### src/rtl/piano_tone_scheduler.sv
// ============================================================================
// Module   : piano_tone_scheduler
// Brief    : Debounced 12-key monophonic scheduler driving a glitch-free
//            programmable half-period square-wave divider.
// Revision : 1.0 - initial release
// ============================================================================
`timescale 1ns/1ps
`default_nettype none

module piano_tone_scheduler #(
  parameter int DEBOUNCE_CYC = 500000,
  parameter int DB_W         = 19
) (
  input  logic        clk,
  input  logic        reset,
  input  logic [11:0] keys,
  input  logic [1:0]  oct_sel,
  output logic        tone_out,
  output logic        playing,
  output logic [3:0]  note_idx,
  output logic [16:0] half_period
);

  localparam logic [DB_W-1:0] c_db_last = DB_W'(DEBOUNCE_CYC - 1);

  typedef enum logic [1:0] {
    S_IDLE = 2'd0,
    S_PLAY = 2'd1,
    S_STOP = 2'd2
  } state_t;

  logic [11:0] r_keys_s1, r_keys_s2;
  logic [1:0]  r_oct_s1, r_oct_s2;
  logic [11:0] w_deb;
  logic [3:0]  w_sel;
  logic        w_any;
  logic        r_sel_valid;
  logic [3:0]  r_sel_hold;
  logic [16:0] w_base, w_hp_new;

  state_t      r_state, w_state_nx;
  logic [16:0] r_cnt, w_cnt_nx;
  logic [16:0] r_hp, w_hp_nx;
  logic        r_tone, w_tone_nx;
  logic        w_boundary;

  always_ff @(posedge clk or negedge reset) begin
    if (!reset) begin
      r_keys_s1 <= '0;
      r_keys_s2 <= '0;
      r_oct_s1  <= '0;
      r_oct_s2  <= '0;
    end else begin
      r_keys_s1 <= keys;
      r_keys_s2 <= r_keys_s1;
      r_oct_s1  <= oct_sel;
      r_oct_s2  <= r_oct_s1;
    end
  end

  generate
    for (genvar gi = 0; gi < 12; gi++) begin : g_deb
      logic [DB_W-1:0] r_db_cnt;
      logic            r_db_bit;

      always_ff @(posedge clk or negedge reset) begin
        if (!reset) begin
          r_db_cnt <= '0;
          r_db_bit <= 1'b0;
        end else if (r_keys_s2[gi] == r_db_bit) begin
          r_db_cnt <= '0;
        end else if (r_db_cnt == c_db_last) begin
          r_db_cnt <= '0;
          r_db_bit <= r_keys_s2[gi];
        end else begin
          r_db_cnt <= r_db_cnt + DB_W'(1);
        end
      end

      assign w_deb[gi] = r_db_bit;
    end
  endgenerate

  // Highest set index wins; later iterations override earlier ones.
  always_comb begin
    w_sel = 4'd0;
    for (int i = 0; i < 12; i++) begin
      if (w_deb[i]) w_sel = 4'(i);
    end
  end

  assign w_any = |w_deb;

  // r_sel_hold keeps the last valid note so a release can still retune sanely.
  always_ff @(posedge clk or negedge reset) begin
    if (!reset) begin
      r_sel_valid <= 1'b0;
      note_idx    <= 4'd0;
      r_sel_hold  <= 4'd0;
    end else begin
      r_sel_valid <= w_any;
      note_idx    <= w_sel;
      if (w_any) r_sel_hold <= w_sel;
    end
  end

  always_comb begin
    w_base = 17'd47778;
    case (r_sel_hold)
      4'd0:    w_base = 17'd47778;
      4'd1:    w_base = 17'd45096;
      4'd2:    w_base = 17'd42565;
      4'd3:    w_base = 17'd40176;
      4'd4:    w_base = 17'd37921;
      4'd5:    w_base = 17'd35793;
      4'd6:    w_base = 17'd33784;
      4'd7:    w_base = 17'd31888;
      4'd8:    w_base = 17'd30098;
      4'd9:    w_base = 17'd28409;
      4'd10:   w_base = 17'd26814;
      4'd11:   w_base = 17'd25309;
      default: w_base = 17'd47778;
    endcase
  end

  always_comb begin
    w_hp_new = w_base;
    case (r_oct_s2)
      2'd0:    w_hp_new = {w_base[15:0], 1'b0};
      2'd1:    w_hp_new = w_base;
      2'd2:    w_hp_new = w_base >> 1;
      default: w_hp_new = w_base >> 2;
    endcase
  end

  assign w_boundary = (r_cnt == r_hp);

  always_ff @(posedge clk or negedge reset) begin
    if (!reset) begin
      r_state <= S_IDLE;
      r_cnt   <= '0;
      r_hp    <= '0;
      r_tone  <= 1'b0;
    end else begin
      r_state <= w_state_nx;
      r_cnt   <= w_cnt_nx;
      r_hp    <= w_hp_nx;
      r_tone  <= w_tone_nx;
    end
  end

  always_comb begin
    w_state_nx = r_state;
    w_cnt_nx   = r_cnt + 17'd1;
    w_hp_nx    = r_hp;
    w_tone_nx  = r_tone;
    case (r_state)
      S_IDLE: begin
        w_cnt_nx  = '0;
        w_hp_nx   = '0;
        w_tone_nx = 1'b0;
        if (r_sel_valid) begin
          w_hp_nx    = w_hp_new;
          w_tone_nx  = 1'b1;
          w_state_nx = S_PLAY;
        end
      end
      S_PLAY: begin
        // Retune only at the half-period edge so the waveform never glitches.
        if (w_boundary) begin
          w_cnt_nx  = '0;
          w_tone_nx = ~r_tone;
          w_hp_nx   = w_hp_new;
        end
        if (!r_sel_valid) w_state_nx = S_STOP;
      end
      S_STOP: begin
        if (w_boundary) begin
          w_cnt_nx   = '0;
          w_tone_nx  = 1'b0;
          w_hp_nx    = '0;
          w_state_nx = S_IDLE;
        end else if (r_sel_valid) begin
          w_state_nx = S_PLAY;
        end
      end
      default: begin
        w_state_nx = S_IDLE;
        w_cnt_nx   = '0;
        w_hp_nx    = '0;
        w_tone_nx  = 1'b0;
      end
    endcase
  end

  assign tone_out    = r_tone;
  assign playing     = (r_state != S_IDLE);
  assign half_period = r_hp;

endmodule

`default_nettype wire

### config.mk
export PLATFORM = sky130hd
export DESIGN_NAME = piano_tone_scheduler
export DESIGN_NICKNAME = d
export VERILOG_FILES = /design/src/rtl/piano_tone_scheduler.sv
export SDC_FILE = /design/constraint.sdc
export NUM_CORES = 1
export LEC_CHECK = 0
export ABC_AREA = 0
export CORE_MARGIN = 5
export CORE_UTILIZATION = 56
export DETAILED_ROUTE_END_ITERATION = 6
export GPL_TIMING_DRIVEN = 0
export PLACE_DENSITY = 0.76
export SLEW_MARGIN = 25
export SYNTH_ARGS = -nofsm -noshare
export SYNTH_HDL_FRONTEND = slang
export SYNTH_SLANG_ARGS = --single-unit
### constraint.sdc
create_clock -name clk -period 2.34 [get_ports clk]
set_input_delay 0.585 -clock clk [delete_from_list [all_inputs] [get_ports clk]]
set_output_delay 0.585 -clock clk [all_outputs]
set_load 0.03 [all_outputs]
==> run summary, run 1 <==
unrepaired setup endpoints after global routing: false
clock buffer depth: 3
Slew HR: 51.8%
final global-route overflow total: 0
Setup CP Type: register to register
die area: 31100 um^2
critical path's largest stage delay: 0.40 ns
CP top delay family: compound AO/OA/AOI/OAI gates
mapped cell area: 15500 um^2
routed wire length: 30600 um
number of vias per cell: 5.45
Worst-path clk slew: 0.06 ns
post-route ant nets: 0
Slew @ Worst Pin: 0.718 ns
fin nets: 1713
PnR worst setup slack: 0.108 ns
initial antenna violation count: 0
flop-to-flop setup slack: 0.11 ns
clock skew: 0.0203 ns
largest net degree at the start of global routing: 76
top_reg_cell synth: dfrtp_1
GRT Util Overall: 20.2%
Mapped Cells: 1592
Crit-path slowest cell: dfrtp_1
Die Y: 176 um
maximum clock rate: 448 MHz
synth unique cells: 61
H-Tree Depth: 2
Finished Cell Area: 17700 um^2
Stages on worst setup path: 9
startpoint types: register
first-pass GRT wire length: 53800 um
Pre-antenna DRT Iters: 4
Final HPWL DP: 20900 um
#FFs+latches synth: 314
syn_nets: 1631
maximum vdd drop: 0.000646 V
gp weighted congestion: 0.895
Root Driver: clkbuf_16
Buffers & Inverters on Critical Path: 3
clk_lat worst skew: 0.52 ns
leading area contributor after synthesis: dfrtp_1
Synth async-reset ratio: 100%
post-DR wirelength/cell: 14.7 um
num rows: 61
hold crit path type: register to register
IO buf count: 38
pins over their slew limit: 0
R2R depth: 9
Layout Area Growth over Synthesis: 13.9%
Synth warnings: 0
Post-synth EDFFs: 0
Yosys top cell area share: 50.6%
share of cells above drive strength 1: 8.29%
leakage: 7.47 nW
Diodes inserted: 0
Initial Utilization: 56.3%
syn_area_per_cell: 9.75 um^2
cts bufs inserted: 35
most frequent cells after synthesis: nor2_1, dfrtp_1, xnor2_1, nand2_1, xor2_1
sequential fraction of the synthesis area: 50.6%
Worst Path Max Fanout: 10
element type at the critical path end: register
vias in the first global route: 11.3k
worst path required time: 2.74 ns
final hold viol count: 0
outcome: complete, no violations
Die Width: 176 um
worst slack, placed: -0.530 ns
via count: 11.3k
Tcrit/Tclk final: 95.4%
Critical Path AT: 2.63 ns
worst hold path depth: 0
final setup vio count: 0
core area: 27600 um^2
Post-DP Area: 16500 um^2
Synth area leaders: dfrtp_1, xnor2_1, nor2_1
drt drc: 0
most common cell in the synthesized netlist: nor2_1
maxcap violations: 0
critical-path cell list: buf_6, inv_1, ha_1, buf_4, mux2i_1, o32ai_2, o31ai_1, a21oi_1, mux2_4
Top Ports: 39
initial DRC count: 847
minimum clock period: 2.23 ns
pwr/cell area: 641 nW/um^2
TritonCTS clock tree: built
Num Clock Sinks: 314
## worst register-to-register path, cell delays in order (launching register included)
cell	delay, ns
dfrtp_1	0.40
buf_6	0.16
inv_1	0.06
ha_1	0.31
buf_4	0.19
mux2i_1	0.17
o32ai_2	0.13
o31ai_1	0.33
a21oi_1	0.10
mux2_4	0.29
## placed cells by master, fill, tap and decap left out, types with 23 or more instances in the layout
| cell | netlist | final |
|---|---|---|
| xor2_1 | 106 | 106 |
| ha_1 | 23 | 23 |
| clkbuf_16 | 0 | 35 |
| nand4_1 | 45 | 45 |
| and4_1 | 28 | 28 |
| nor4_1 | 31 | 31 |
| clkdlybuf4s50_1 | 0 | 36 |
| nand2_1 | 116 | 116 |
| xnor2_1 | 143 | 143 |
| nor2_1 | 318 | 318 |
| buf_2 | 27 | 27 |
| clkbuf_1 | 23 | 27 |
| dfrtp_1 | 314 | 313 |
| nand3_1 | 98 | 98 |
| nor3_1 | 53 | 53 |
| inv_1 | 38 | 38 |
## per-layer routing
metal | global-route usage (%) | share of wire (%)
met1 | 28.5 | 47
met5 | 0 | 0
met2 | 33.3 | 48
met4 | 5.06 | 1.9
met3 | 2.96 | 3.8
## cell families after synthesis
group,after synthesis,share of synthesized area (%)
flip-flops,314,50.6
adder cells (fa/ha/maj),23,1.85
buffers and inverters,94,2.68
XOR/XNOR,249,14.1
multiplexers,32,2.43
AND/OR/NAND/NOR,794,24.8
AO/OA/AOI/OAI,86,3.56
## area by class of cell
type                            instances  area, um^2
Clock inverter                         13         139
Fill cell                            2148        9870
Timing Repair Buffer                   48         538
Clock buffer                           50         982
Tap cell                              378         473
Inverter                               38         143
Multi-Input combinational cell       1184        7270
Sequential cell                       314        7860
Buffer                                 53         275
## repair_timing
item | CTS | global route
pin swaps | 0 | 3
buffers inserted | 0 | 5
hold buffers | 1 | 0
endpoints found under the hold margin | 1 | 0
endpoints found under the setup margin | 15 | 19
gates resized for setup | 8 | 12
## flip-flops by register name (all words and copies together) (netlist names), 2 cells and up
register / flops
note_idx: 4
r_oct_s2: 2
g_deb.r_db_cnt: 228
r_keys_s1: 12
g_deb.r_db_bit: 12
r_keys_s2: 12
half_period: 17
r_cnt: 17
r_state: 2
r_oct_s1: 2
r_sel_hold: 4
## power breakdown
part / leakage [nW] / switching (W) / internal, W
clock: 0.545 / 0.00220 / 0.00317
sequential: 4.29 / 0.0000703 / 0.00551
combinational: 2.64 / 0.000255 / 0.000137
total: 7.47 / 0.00252 / 0.00881
## metrics by stage
stage	utilization [%]	cells	setup TNS [ns]	hold slack, ns	power (W)
global route	64.2	2078	0	0.355	0.0118
detailed placement	59.8	2012	-3.90	0.335	0.00607
CTS	64.0	2074	0	0.348	0.0115
finish	64.2	2078	0	0.346	0.0113
floorplan	-	1592	0	0.289	0.00585
global placement	59.4	2008	-3968.79	0.333	0.00604
## worst paths after layout
path | startpoint | to
max in group asynchronous | reset | r_keys_s2[8]
worst min register to register | r_keys_s1[8] | r_keys_s2[8]
min in group asynchronous | reset | r_keys_s2[3]
worst min-delay path | r_keys_s1[8] | r_keys_s2[8]
worst max register to register | r_sel_hold[1] | half_period[9]
worst max-delay path | r_sel_hold[1] | half_period[9]
No activity file was read; power rests on OpenSTA's default activity.
==> inputs of run 2 (changes only) <==
- CORE_UTILIZATION: 56 -> 55
- PLACE_DENSITY: 0.76 -> 0.75
==> run 2 against run 1 <==
  * Utilization decreased by 0.47 points
  * Combinational power shrank 2%
  * Register-to-register slack hardly changed
==> run summary, run 2 (synthesis results as in run 1) <==
outcome: complete, no violations
switching power total: 0.00243 W (-3.8%)
minimum clock period: 2.24 ns (+0.00548 ns)
Crit-path slowest cell: dfrtp_1
final setup vio count: 0 (unchanged)
TritonCTS clock tree: built
Setup CP Type: register to register
Layout Area Growth over Synthesis: 14.3%
hold crit path type: input port to asynchronous set/reset pin
worst path required time: 2.72 ns (-0.02 ns)
non-filler cells, final: 2074 (-0.19%)
maximum clock rate: 447 MHz (-0.25%)
post-DR wirelength/cell: 14.3 um (-3.0%)
worst slack, placed: -0.544 ns (-0.0141 ns)
element type at the critical path end: register
worst hold slack: 0.0485 ns (-0.298 ns)
Top Ports: 39 (unchanged)
Slew @ Worst Pin: 0.701 ns (-0.0166 ns)
clock buffer depth: 3 (unchanged)
flop-to-flop setup slack: 0.10 ns (about the same)
most frequent cells in the layout: nor2_1, dfrtp_1, xnor2_1
clock skew: 0.0238 ns (+0.00346 ns)
startpoint types: register
final hold viol count: 0 (unchanged)
fin nets: 1711 (-0.12%)
PnR worst setup slack: 0.102 ns (-0.00548 ns)
Num Clock Sinks: 314 (unchanged)
first-pass GRT wire length: 52200 um (-2.9%)
gp weighted congestion: 0.914 (+2.2%)
critical-path cell list: buf_4, inv_2, ha_2, clkbuf_4, nor3b_1, o21ai_1, o221ai_2, o2bb2ai_1, mux2_2
num rows: 61 (unchanged)
Die Y: 178 um (+0.85%)
pins over their slew limit: 0 (unchanged)
maxcap violations: 0 (unchanged)
cts bufs inserted: 35 (unchanged)
IO buf count: 38 (unchanged)
share of cells above drive strength 1: 8.61% (+0.31 points)
Comb pwr share: 3.3% (-0.2 points)
largest net degree at the start of global routing: 88 (+16%)
Die Width: 178 um (+0.85%)
critical path's largest stage delay: 0.39 ns (about the same)
clk_lat worst skew: 0.51 ns (about the same)
die area: 31700 um^2 (+1.7%)
switching share of total power: 20.8% (-1.4 points)
RR Endpoint: half_period[5]
routed wire length: 29600 um (-3.1%)
core area: 27900 um^2 (+1.1%)
unrepaired setup endpoints after global routing: true
max reg flops: 228 (unchanged)
drt drc: 0 (unchanged)
number of vias per cell: 5.46 (+0.26%)
Initial Utilization: 55.7% (-0.62 points)
Worst Path Max Fanout: 10 (unchanged)
GRT Util Overall: 19.4% (-0.83 points)
Finished Cell Area: 17700 um^2 (+0.37%)
Clk network pwr share: 48.9% (+1.5 points)
vias in the first global route: 11.1k (-1.4%)
Final HPWL DP: 20200 um (-3.7%)
pwr/cell area: 656 nW/um^2 (+2.4%)
Worst-path clk slew: 0.06 ns (about the same)
Diodes inserted: 0 (unchanged)
placed cells: 2011 (-0.050%)
Post-DP Area: 16500 um^2 (-0.17%)
Pre-antenna DRT Iters: 6 (+2)
Tcrit/Tclk final: 95.6% (+0.23 points)
internal power: 0.00922 W (+4.6%)
via count: 11.3k (+0.071%)
worst r2r src: r_sel_hold[0]
R2R depth: 9 (unchanged)
initial DRC count: 732 (-14%)
final global-route overflow total: 0 (unchanged)
commonest non-fill, non-tap cell in the layout: nor2_1
Fill cells: 2242 (+4.4%)
Post-CTS Hold Fix Bufs: 0 (-1)
Most flops, register: g_deb.r_db_cnt
Root Driver: clkbuf_16
H-Tree Depth: 2 (unchanged)
total power: 0.0116 W (+2.8%)
Critical Path AT: 2.61 ns (-0.02 ns)
maximum vdd drop: 0.000512 V (-21%)
Sequential Power Share: 47.9% (-1.3 points)
Slew HR: 52.9% (+1.1 points)
initial antenna violation count: 0 (unchanged)
leakage: 7.50 nW (+0.34%)
post-route ant nets: 0 (unchanged)
## run 2: final cells by class
type	instances	area, um^2	share of cell area [%]
buffer	53	270	1.52
clock buffer	46	967	5.45
clock inverter	15	243	1.37
inverter	38	143	0.804
multi-input combinational	1184	7290	41.1
sequential	314	7860	44.3
tap	378	473	2.67
timing repair buffer	46	500	2.82
## run 2: power groups by stage
stage | combinational, W | sequential (W) | clock (W)
after CTS | 0.000397 | 0.00557 | 0.00585
after floorplan | 0.000193 | 0.00566 | 0
after global routing | 0.000452 | 0.00558 | 0.00607
final | 0.000384 | 0.00557 | 0.00569
after global placement | 0.000367 | 0.00568 | 0
after detailed placement | 0.000392 | 0.00567 | 0
## run 2: per-stage QoR
| stage | TNS, ns | utilization (%) |
|---|---|---|
| after floorplan | 0 | - |
| after global placement | -3964.22 | 58.8 |
| after detailed placement | -4.08 | 59.1 |
| after CTS | 0 | 63.6 |
| after global routing | -0.00174 | 63.7 |
| final | 0 | 63.7 |
## run 2: worst max-delay path, delay by kind of cell (launching register included)
| family | cells | cell delay, ns |
|---|---|---|
| DFF | 1 | 0.39 |
| and+or+nand+nor | 1 | 0.15 |
| muxes | 1 | 0.26 |
| adders and majority gates | 1 | 0.30 |
| buffers and inverters | 3 | 0.49 |
| AOI/OAI and AO/OA | 3 | 0.51 |
## run 2: what timing repair did
action | CTS | global route
setup buffers | 1 | 4
pin swaps | 0 | 2
gates resized for setup | 13 | 11
setup endpoints to repair | 15 | 44
## run 2: worst max path at each step
stage	slack (ns)	cells past startpoint	start	to
6_report	0.10	9	r_sel_hold[0]	half_period[5]
5_1_grt	-0.002	9	r_sel_hold[0]	half_period[10]
4_1_cts	0.02	4	r_state[0]	playing
3_5_place_dp	-0.54	9	r_sel_hold[0]	half_period[11]
3_3_place_gp	-12.66	1	reset	g_deb[6].r_db_cnt[10]
2_1_floorplan	0.02	9	r_sel_hold[0]	half_period[11]
## run 2: metal layers
metal	global-route usage (%)	vias to the layer above	share of wire [%]
li1	-	5565	-
met1	28.1	5466	47
met2	30.8	234	46
met3	2.80	65	4.2
met4	5.41	0	2.3
met5	0	-	0
==> inputs of run 3 (changes only) <==
- ABC_AREA: 0 -> not set
- CORE_UTILIZATION: 55 -> 56
- PLACE_DENSITY: 0.75 -> 0.76
==> results of run 3 <==
The final DEF is identical to that of run 1; final timing and power are the same.
